**config.mk**
```make
export PLATFORM = sky130hd
export DESIGN_NAME = seg7_scan_decoder
export DESIGN_NICKNAME = d
export VERILOG_FILES = /design/src/rtl/seg7_scan_decoder_pkg.sv /design/src/rtl/seg7_pattern_decode.sv /design/src/rtl/seg7_scan_decoder.sv
export SDC_FILE = /design/constraint.sdc
export NUM_CORES = 1
export LEC_CHECK = 0
export CAP_MARGIN = 20
export CORE_MARGIN = 2
export CORE_UTILIZATION = 38
export DETAILED_ROUTE_END_ITERATION = 8
export GPL_ROUTABILITY_DRIVEN = 0
export SLEW_MARGIN = 25
export SYNTH_ARGS = -nofsm -noshare
export SYNTH_HDL_FRONTEND = slang
export SYNTH_SLANG_ARGS = --single-unit
```
**constraint.sdc**
```tcl
create_clock -name CLK -period 4.65 [get_ports CLK]
set_input_delay 0.93 -clock CLK [delete_from_list [all_inputs] [get_ports CLK]]
set_output_delay 0.93 -clock CLK [all_outputs]
set_load 0.02 [all_outputs]
```
**src/rtl/seg7_scan_decoder_pkg.sv**
```systemverilog
// rtl/seg7_scan_decoder_pkg.sv - shared seven-segment bit positions, BCD patterns and error code
package seg7_scan_decoder_pkg;

  localparam int SEG_A  = 0;
  localparam int SEG_B  = 1;
  localparam int SEG_C  = 2;
  localparam int SEG_D  = 3;
  localparam int SEG_E  = 4;
  localparam int SEG_F  = 5;
  localparam int SEG_G  = 6;
  localparam int SEG_DP = 7;

  // Patterns are active-high, bit position = segment index above
  localparam logic [6:0] PAT_0 = 7'((1 << SEG_A) | (1 << SEG_B) | (1 << SEG_C) | (1 << SEG_D) | (1 << SEG_E) | (1 << SEG_F));
  localparam logic [6:0] PAT_1 = 7'((1 << SEG_B) | (1 << SEG_C));
  localparam logic [6:0] PAT_2 = 7'((1 << SEG_A) | (1 << SEG_B) | (1 << SEG_D) | (1 << SEG_E) | (1 << SEG_G));
  localparam logic [6:0] PAT_3 = 7'((1 << SEG_A) | (1 << SEG_B) | (1 << SEG_C) | (1 << SEG_D) | (1 << SEG_G));
  localparam logic [6:0] PAT_4 = 7'((1 << SEG_B) | (1 << SEG_C) | (1 << SEG_F) | (1 << SEG_G));
  localparam logic [6:0] PAT_5 = 7'((1 << SEG_A) | (1 << SEG_C) | (1 << SEG_D) | (1 << SEG_F) | (1 << SEG_G));
  localparam logic [6:0] PAT_6 = 7'((1 << SEG_A) | (1 << SEG_C) | (1 << SEG_D) | (1 << SEG_E) | (1 << SEG_F) | (1 << SEG_G));
  localparam logic [6:0] PAT_7 = 7'((1 << SEG_A) | (1 << SEG_B) | (1 << SEG_C));
  localparam logic [6:0] PAT_8 = 7'((1 << SEG_A) | (1 << SEG_B) | (1 << SEG_C) | (1 << SEG_D) | (1 << SEG_E) | (1 << SEG_F) | (1 << SEG_G));
  localparam logic [6:0] PAT_9 = 7'((1 << SEG_A) | (1 << SEG_B) | (1 << SEG_C) | (1 << SEG_D) | (1 << SEG_F) | (1 << SEG_G));

  localparam logic [6:0] PAT_BLANK = 7'b000_0000;
  localparam logic [3:0] ERR_CODE  = 4'hF;

endpackage

```
**src/rtl/seg7_pattern_decode.sv**
```systemverilog
// rtl/seg7_pattern_decode.sv - combinational 7-segment pattern to BCD value plus error flag
module seg7_pattern_decode (
  input  logic [6:0] pattern,
  output logic [3:0] value,
  output logic       err
);
  import seg7_scan_decoder_pkg::*;

  always_comb begin
    value = 4'd0;
    err   = 1'b0;
    case (pattern)
      PAT_0:     value = 4'd0;
      PAT_1:     value = 4'd1;
      PAT_2:     value = 4'd2;
      PAT_3:     value = 4'd3;
      PAT_4:     value = 4'd4;
      PAT_5:     value = 4'd5;
      PAT_6:     value = 4'd6;
      PAT_7:     value = 4'd7;
      PAT_8:     value = 4'd8;
      PAT_9:     value = 4'd9;
      PAT_BLANK: value = 4'd0;
      default: begin
        value = ERR_CODE;
        err   = 1'b1;
      end
    endcase
  end

endmodule

```
**src/rtl/seg7_scan_decoder.sv**
```systemverilog
// rtl/seg7_scan_decoder.sv - reconstructs four BCD digits by snooping a multiplexed 7-segment scan
module seg7_scan_decoder #(
  parameter int SETTLE_CYCLES    = 16,
  parameter int TIMEOUT_CYCLES   = 2000000,
  parameter int SEG_ACTIVE_LOW   = 1,
  parameter int DIGIT_ACTIVE_LOW = 1
) (
  input  logic       CLK,
  input  logic       RST,
  input  logic [7:0] SEG,
  input  logic [3:0] DIGIT,
  output logic [3:0] units,
  output logic [3:0] tens,
  output logic [3:0] hundreds,
  output logic [3:0] thousands,
  output logic [3:0] dp,
  output logic [3:0] digit_err,
  output logic       frame_valid,
  output logic       frame_stable,
  output logic       scan_lost
);
  import seg7_scan_decoder_pkg::*;

  localparam int SW = $clog2(SETTLE_CYCLES + 1);
  localparam int TW = $clog2(TIMEOUT_CYCLES + 1);

  logic [7:0]    seg_q, seg_prev, seg_n;
  logic [3:0]    digit_q, digit_prev, digit_n;
  logic [SW-1:0] settle_cnt;
  logic [TW-1:0] timeout_cnt;
  logic [3:0]    slot_val [4];
  logic [3:0]    slot_dp, slot_err, mask;
  logic          prev_valid;
  logic          one_hot, stable, capture, frame_done, timeout_hit, frame_match;
  logic [3:0]    dec_val;
  logic          dec_err;

  assign seg_n   = (SEG_ACTIVE_LOW != 0)   ? ~seg_q   : seg_q;
  assign digit_n = (DIGIT_ACTIVE_LOW != 0) ? ~digit_q : digit_q;

  assign one_hot = (digit_n != 4'd0) && ((digit_n & (digit_n - 4'd1)) == 4'd0);
  assign stable  = (seg_q == seg_prev) && (digit_q == digit_prev);
  // Counter saturates one past the capture point, so each dwell yields one capture
  assign capture     = one_hot && stable && (settle_cnt == SW'(SETTLE_CYCLES - 1));
  assign frame_done  = (mask == 4'b1111);
  assign timeout_hit = !capture && (timeout_cnt == TW'(TIMEOUT_CYCLES - 1));
  assign frame_match = ({slot_val[3], slot_val[2], slot_val[1], slot_val[0], slot_dp, slot_err} ==
                        {thousands, hundreds, tens, units, dp, digit_err});

  seg7_pattern_decode u_decode (
    .pattern (seg_n[6:0]),
    .value   (dec_val),
    .err     (dec_err)
  );

  always_ff @(posedge CLK) begin
    if (RST) begin
      seg_q        <= '0;
      seg_prev     <= '0;
      digit_q      <= '0;
      digit_prev   <= '0;
      settle_cnt   <= '0;
      timeout_cnt  <= '0;
      for (int i = 0; i < 4; i++) slot_val[i] <= '0;
      slot_dp      <= '0;
      slot_err     <= '0;
      mask         <= '0;
      prev_valid   <= 1'b0;
      units        <= '0;
      tens         <= '0;
      hundreds     <= '0;
      thousands    <= '0;
      dp           <= '0;
      digit_err    <= '0;
      frame_valid  <= 1'b0;
      frame_stable <= 1'b0;
      scan_lost    <= 1'b0;
    end else begin
      seg_q      <= SEG;
      digit_q    <= DIGIT;
      seg_prev   <= seg_q;
      digit_prev <= digit_q;

      if (!one_hot || !stable) settle_cnt <= '0;
      else if (settle_cnt != SW'(SETTLE_CYCLES)) settle_cnt <= settle_cnt + 1'b1;

      for (int i = 0; i < 4; i++) begin
        if (capture && digit_n[i]) begin
          slot_val[i] <= dec_val;
          slot_dp[i]  <= seg_n[SEG_DP];
          slot_err[i] <= dec_err;
        end
      end

      if (capture) timeout_cnt <= '0;
      else if (timeout_cnt != TW'(TIMEOUT_CYCLES)) timeout_cnt <= timeout_cnt + 1'b1;

      if (timeout_hit)     mask <= '0;
      else if (frame_done) mask <= capture ? digit_n : 4'd0;
      else if (capture)    mask <= mask | digit_n;

      // Outputs copy the slots as they stood before any same-cycle capture
      frame_valid <= frame_done;
      if (frame_done) begin
        units        <= slot_val[0];
        tens         <= slot_val[1];
        hundreds     <= slot_val[2];
        thousands    <= slot_val[3];
        dp           <= slot_dp;
        digit_err    <= slot_err;
        frame_stable <= prev_valid && frame_match;
        prev_valid   <= 1'b1;
      end else if (timeout_hit) begin
        frame_stable <= 1'b0;
      end

      if (capture)          scan_lost <= 1'b0;
      else if (timeout_hit) scan_lost <= 1'b1;
    end
  end

endmodule
```
# == Word-level counts from Yosys, hierarchy flattened ==
# Memories as Yosys holds them, arrays and structs flattened.
# Index checks and enable logic that the tools add are counted.
# op_classes
addsub,3
eq_ne,18
muxes,25
bitwise,8
n_reduce_logical,24
# op_table
operator,count
7-bit == test (second input constant),7
4-bit one-hot mux with 10 select lines,1
4-bit 2-to-1 mux,7
24-bit == test,1
21-bit by 1-bit adder with 21-bit output (second input constant),1
21-bit == test (second input constant),1
21-bit != test (second input constant),1
1-bit 2-to-1 mux,17
7-bit by 3-bit == test with 1-bit output (second input constant),2
11-bit OR reduction,1
1-bit logical AND,10
8-bit == test,1
8-bit inverter,1
2-bit OR reduction,4
7-bit by 6-bit == test with 1-bit output (second input constant),1
7-bit zero test,1
5-bit by 1-bit adder with 5-bit output (second input constant),1
5-bit by 4-bit == test with 1-bit output (second input constant),1
5-bit != test (second input constant),1
4-bit AND,1
4-bit == test,1
4-bit == test (second input constant),1
4-bit zero test,1
4-bit inverter,1
7 further kinds,13
# word_totals
regBits,90
mem_bits_rw,16
inputBits,14
out_inout_bits,27
wordCells,104
n_memories,1
# mem_list
memory,depth,width,read_ports,rd_clocked_by_memory_dff,write_ports,line,source
slot_val,4,4,4,0,4,seg7_scan_decoder.sv:31,logic [3:0] slot_val [4];

# == Logic depth before layout (Yosys ltp) ==
# Gate-level depths: netlist of the first run.
# depth
word_depth,12
mapped_depth,8
ltp_nobuf,7

# == Cells and area by module ==
# A second synthesis of the first run with hierarchy kept.
# unflattened
cells_unflattened,519
hier_area_um2,4708.3
# by_module_without_submodules
module,n_inst,cells_each,area_each_um2,seq_area_each_um2
seg7_scan_decoder,1,485,4466.8,2282.2
seg7_pattern_decode,1,34,241.5,0.0

# == Worst setup path before layout of the first run ==
# Ideal clock, no wire load.
# synth_timing
kind,reg2reg
start,reg digit_q[1]
end,"mem slot_val[1][0], enable pin"
t_arrival_ns,1.931
required_time_ns,4.321
path_slack_ns,2.389
stages_incl_launch_ff,9
path_buffers,2
period_less_slack_ns,2.261
cell_sequence,dfxtp_1 buf_2 xnor2_1 nand2_1 or3b_1 nor4b_1 clkbuf_1 nor2_1 nor2_1
# synth_rtl
element,line,source
from (decl),seg7_scan_decoder.sv:28,"logic [3:0] digit_q, digit_prev, digit_n;"
from (signal assigned),seg7_scan_decoder.sv:60,digit_q <= '0;
from (signal assigned),seg7_scan_decoder.sv:80,digit_q <= DIGIT;
to (decl),seg7_scan_decoder.sv:31,

==> impl_metrics.yaml, run 1 <==
outcome:
  status: "finished clean"
floorplanning:
  die_w_um: 114
  fp.coreArea_um2: 11900
  io_pins: 41
  die_y_um: 114
  rows: 40
  initial_core_util_pct: 38.6
  die_area_um2: 13000
worst_setup_path:
  crit_type: "flop to flop"
  r2r_setup_slack_ps: 1860
  crit_path_top_delay_cell: "a311oi_1"
  worstPathRequired_ps: 4720
  cp.arrival_ps: 2860
  setup.worst_path.end_class: "flop"
  critical_path.max_stage_delay_ps: 670
  startpoint_type: "flop"
  worstPathCellList: "nor4_1 > and3b_1 > o21ai_0 > o211a_1 > a311oi_1 > nor3_1"
  crit_fanout: 12
cells_and_area:
  diodes: 0
  drive_gt1_share_pct: 4.53
  fin_cells: 677
  area_growth_pct: 16.8
  final_area_um2: 5360
  final_util_pct: 45.0
  fin_nets: 544
global_route:
  grt_max_degree: 42
  grt_overflow: 0
  antenna_found_initial: 0
  grt_pass1_wl_mm: 15.5
  grt_use_total_pct: 15.0
  grt_pass1_vias: 3209
min_path:
  hold_class: "flop to flop"
sta:
  finalCritPeriodShare_pct: 60.0
  finalHoldViolations: 0
  finClkSkew_ps: 11.6
  grt_setup_unrepaired: "false"
  final_max_slew_viol_count: 0
  slew_headroom_pct: 39.3
  worst_slew_pin_slew_ps: 910
  max_freq_ghz: 0.358
  setup_violations: 0
  setup-tns-final_ps: 0
  timing.final.crit_period_ps: 2790
drt:
  drtIter0Drc: 227
  vias_per_cell: 4.99
  drt_drc_violations_left: 0
  firstDrtPassIters: 5
  wl_per_cell_um: 13.4
  drtAntennaViolNets: 0
  drt_wl_total_mm: 9.10
  via_count: 3381
synthesis:
  ys_types: 47
  synth-seq-cells: 106
  yosys_warnings: 0
  ys.flop_type: "dfxtp_1"
  syn_avg_cell_area_um2: 9.17
  yosysMostFrequentCell: "dfxtp_1"
  synth_area_leaders: "dfxtp_1 39%, edfxtp_1 10%, xnor2_1 6.1%"
  synthesis.nets: 520
  synth_edf_count: 16
  yosys.area.top_type_share_pct: 39.2
  synth_top_area_cell: "dfxtp_1"
  synthCells: 501
  synth_top_cells_by_count: "90 x dfxtp_1, 60 x nor2_1, 59 x nand2_1, 34 x a21oi_1, 32 x xnor2_1"
  async_flop_share_pct: 0
  seq_area_frac_synth_pct: 49.7
  syn_area_um2: 4590
placement:
  place_area_um2: 5060
  port-buffer-count: 40
  hpwlAfterDp_mm: 6.46
  dp_cells: 661
power:
  irDropWorstVdd_uv: 160
  cellLeakagePower_nw: 1.84
  p_per_area_nw_per_um2: 335
  power.total_mw: 1.80
clock_network:
  clock_latency_ps: 350
  htree_levels: 3
  numCtsBuffers: 9
  cts.sinks: 106
  clkSlewWorstSetupHoldPaths_ps: 80
  root_buffer: "clkbuf_16"
  holdBufCountCts: 0
  clockBufferDepth: 2
  cts_tree: "done"
  cts_resized: 0
  post_cts_buffers: 0
flow_run:
  maxCapViolations: 0
-- cells by family after synthesis --
| family | synth area share, % |
|---|---|
| simple gates | 25.6 |
| flops | 49.7 |
| xor+xnor | 11.4 |
| compound gates | 6.05 |
| buf+inv | 3.68 |
| mux | 2.18 |
| fa+ha+maj | 1.36 |
-- power breakdown --
part / internal [mW] / switching (mW)
logic: 0.0397 / 0.0447
registers: 0.946 / 0.0244
clock network: 0.378 / 0.364
-- layout by cell type, fill, tap and decap left out, drive strengths merged, types with 9 or more instances in the layout --
| cell | n |
|---|---|
| nor2b | 25 |
| nor3 | 14 |
| inv | 12 |
| nand2 | 59 |
| mux2i | 10 |
| a21oi | 34 |
| nand3 | 9 |
| xnor2 | 32 |
| edfxtp | 16 |
| xor2 | 28 |
| nand4 | 19 |
| dfxtp | 90 |
| nor2 | 60 |
| clkbuf | 9 |
| clkdlybuf4s50 | 39 |
-- stage by stage --
stage	hold slack (ps)	worst slack [ps]
3_3_place_gp	436	1850
6_report	448	1860
4_1_cts	452	1900
5_1_grt	460	1780
3_5_place_dp	442	1910
2_1_floorplan	440	2390
-- critical path: cells and delay by family, from the launching register on --
family | cells | cell delay [ps]
AO/OA/AOI/OAI | 3 | 1080
flip-flops | 1 | 430
AND/OR/NAND/NOR | 3 | 1000
-- state kept, by name (all words and copies together) (netlist names) --
name          count
units             4
prev_valid        1
scan_lost         1
mask              4
dp                4
slot_err          4
seg_q             8
frame_valid       1
slot_dp           4
frame_stable      1
digit_err         4
hundreds          4
seg_prev          8
digit_prev        4
slot_val         16
settle_cnt        5
thousands         4
timeout_cnt      21
digit_q           4
tens              4
-- area by class of cell --
type | instances | area (µm²)
Fill cell | 1147 | 6550
Sequential cell | 106 | 2280
Multi-Input combinational cell | 355 | 2140
Timing Repair Buffer | 43 | 418
Clock buffer | 9 | 225
Tap cell | 147 | 184
Clock inverter | 7 | 75.1
Inverter | 10 | 37.5
-- final timing paths --
path / start / to / cells after the start
worst max-delay path: seg_q[1] / slot_val[0][1] / 6
worst min-delay path: scan_lost / scan_lost / 2
worst max register to register: seg_q[1] / slot_val[0][1] / 6
worst min register to register: scan_lost / scan_lost / 2
-- metal layers --
layer | wire [µm] | GRT usage (%) | vias to the layer above
met5 | 0 | 0 | -
met4 | 146 | 5.69 | 0
met3 | 282 | 2.76 | 12
met2 | 4180 | 24.0 | 47
met1 | 4490 | 20.3 | 1582
li1 | - | - | 1740
No activity file was read; power rests on OpenSTA's default activity.
==> run 2, diff against run 1 <==
- clock period: 4.65 -> 2.3 ns (I/O delays scaled with it)
==> impl_metrics.yaml, run 2 (synthesis results as in run 1) <==
sta:
  whs_ps: 452
  worst_slew_pin_slew_ps: 793
  grt_setup_unrepaired: "false"
  timing.final.crit_period_ps: 2190
  finalHoldViolations: 0
  final_max_slew_viol_count: 0
  finClkSkew_ps: 3.69
  slew_headroom_pct: 46.4
  timing.final.ws_setup_ps: 108
  finalCritPeriodShare_pct: 95.3
  setup-tns-final_ps: 0
  setup_violations: 0
  max_freq_ghz: 0.456
worst_setup_path:
  startpoint_type: "flop"
  crit_path_top_delay_cell: "or4_4"
  cp_top_family: "simple AND/OR/NAND/NOR gates"
  worstPathCellList: "buf_4 > a311oi_1 > or4_4 > or2_1 > or3_4 > nor2_1"
  r2r_setup_slack_ps: 110
  worstPathRequired_ps: 2510
  crit_fanout: 7
  setup.worst_path.end_class: "flop"
  crit_type: "flop to flop"
  cp.arrival_ps: 2400
  crit_buf_inv: 1
  critical_path.max_stage_delay_ps: 590
clock_network:
  htree_levels: 3
  cts_tree: "done"
  clock_latency_ps: 340
  root_buffer: "clkbuf_16"
  clkSlewWorstSetupHoldPaths_ps: 70
  clockBufferDepth: 2
  cts.sinks: 106
  numCtsBuffers: 9
cells_and_area:
  top_regs: "timeout_cnt x21, slot_val x16"
  drive_gt1_share_pct: 10.9
  max_flop_register: "timeout_cnt"
  area_growth_pct: 23.8
  final_cell_mix: "83 x dfxtp_1, 60 x nor2_1, 59 x nand2_1, 39 x clkdlybuf4s50_1, 34 x a21oi_1"
  fillCellCount: 1137
  largest_reg_flops: 21
  diodes: 0
  final_area_um2: 5680
  mostFrequentLayoutCell: "dfxtp_1"
  final_util_pct: 47.7
  fin_nets: 572
drt:
  drt_drc_violations_left: 0
  drt_wl_total_mm: 9.50
  firstDrtPassIters: 4
  drtAntennaViolNets: 0
  vias_per_cell: 4.94
  via_count: 3480
  drtIter0Drc: 176
  wl_per_cell_um: 13.5
global_route:
  grt_pass1_wl_mm: 15.8
  grt_pass1_vias: 3250
  grt_overflow: 0
  antenna_found_initial: 0
  grt_max_degree: 34
  grt_use_total_pct: 15.3
floorplanning:
  initial_core_util_pct: 38.6
  die_w_um: 114
  io_pins: 41
  die_area_um2: 13000
  fp.coreArea_um2: 11900
  rows: 40
  die_y_um: 114
placement:
  port-buffer-count: 40
  place_area_um2: 5260
  place_ws_ps: 29.4
  hpwlAfterDp_mm: 6.82
power:
  irDropWorstVdd_uv: 401
  switching_power_uw: 821
  p_int_mw: 3.20
  cellLeakagePower_nw: 2.02
  p_sw_share_pct: 20.4
  p_per_area_nw_per_um2: 707
  p_seq_share_pct: 48.4
  power_frac_clock_pct: 46.0
  comb_power_share_pct: 5.6
min_path:
  hold_class: "flop to flop"
outcome:
  status: "finished clean"
flow_run:
  maxCapViolations: 0
[run 2: changes by cell type in the layout (fill, tap and decap cells not counted), sizes merged]
| cell | before | now |
|---|---|---|
| buf | 4 | 32 |
| inv | 12 | 11 |
| clkinv | 4 | 1 |
| bufinv | 0 | 4 |
[run 2: metal layers]
metal	wire length, µm	part of all wire, %	GRT usage [%]	up-vias
met5	0	0	0	-
met4	144	1.5	6.10	0
met3	205	2.2	2.55	12
met2	4510	48	24.6	39
met1	4630	49	20.6	1641
li1	-	-	-	1788
[run 2: final timing paths]
path	from	end	depth (start not counted)
setup reg to reg	digit_q[2]	slot_val[0][2]	6
setup / recovery	digit_q[2]	slot_val[0][2]	6
hold / removal	scan_lost	scan_lost	2
hold reg to reg	scan_lost	scan_lost	2
[run 2: what timing repair did]
action,4_1_cts,5_1_grt
resized for setup,0,12
endpoints found under the setup margin,0,54
setup buffers,0,3
hold buffers,0,0
[run 2: per-stage QoR]
stage | instances | power (mW)
floorplan | 501 | 2.12
finish | 705 | 4.02
detailed placement | 686 | 2.21
global placement | 686 | 2.21
CTS | 702 | 4.06
global route | 705 | 4.17
[run 2: area by class of cell]
class / count / area (µm²) / share of cell area [%]
flip-flops and latches: 106 / 2300 / 40.4
multi-input cells: 355 / 2160 / 38.0
repair buffers: 71 / 641 / 11.3
clock buffers: 9 / 225 / 3.96
well taps: 147 / 184 / 3.24
clock inverters: 7 / 140 / 2.47
inverters: 10 / 37.5 / 0.661
[run 2: worst reg2reg max path, cell delays in order, from the launching register on]
cell and delay (ps):
dfxtp_2 380, buf_4 170, a311oi_1 130, or4_4 590
or2_1 250, or3_4 410, nor2_1 110
[run 2: power by group through the flow]
stage	clock [mW]	sequential (mW)	combinational [mW]
2_1_floorplan	0	1.97	0.145
3_3_place_gp	0	1.99	0.221
3_5_place_dp	0	1.99	0.224
4_1_cts	1.89	1.95	0.225
5_1_grt	1.97	1.95	0.249
6_report	1.85	1.95	0.225
==> run 3, diff against run 2 <==
- CAP_MARGIN: 20 -> 10
==> results of run 3 <==
No change in the layout: final DEF, timing and power equal those of run 2.
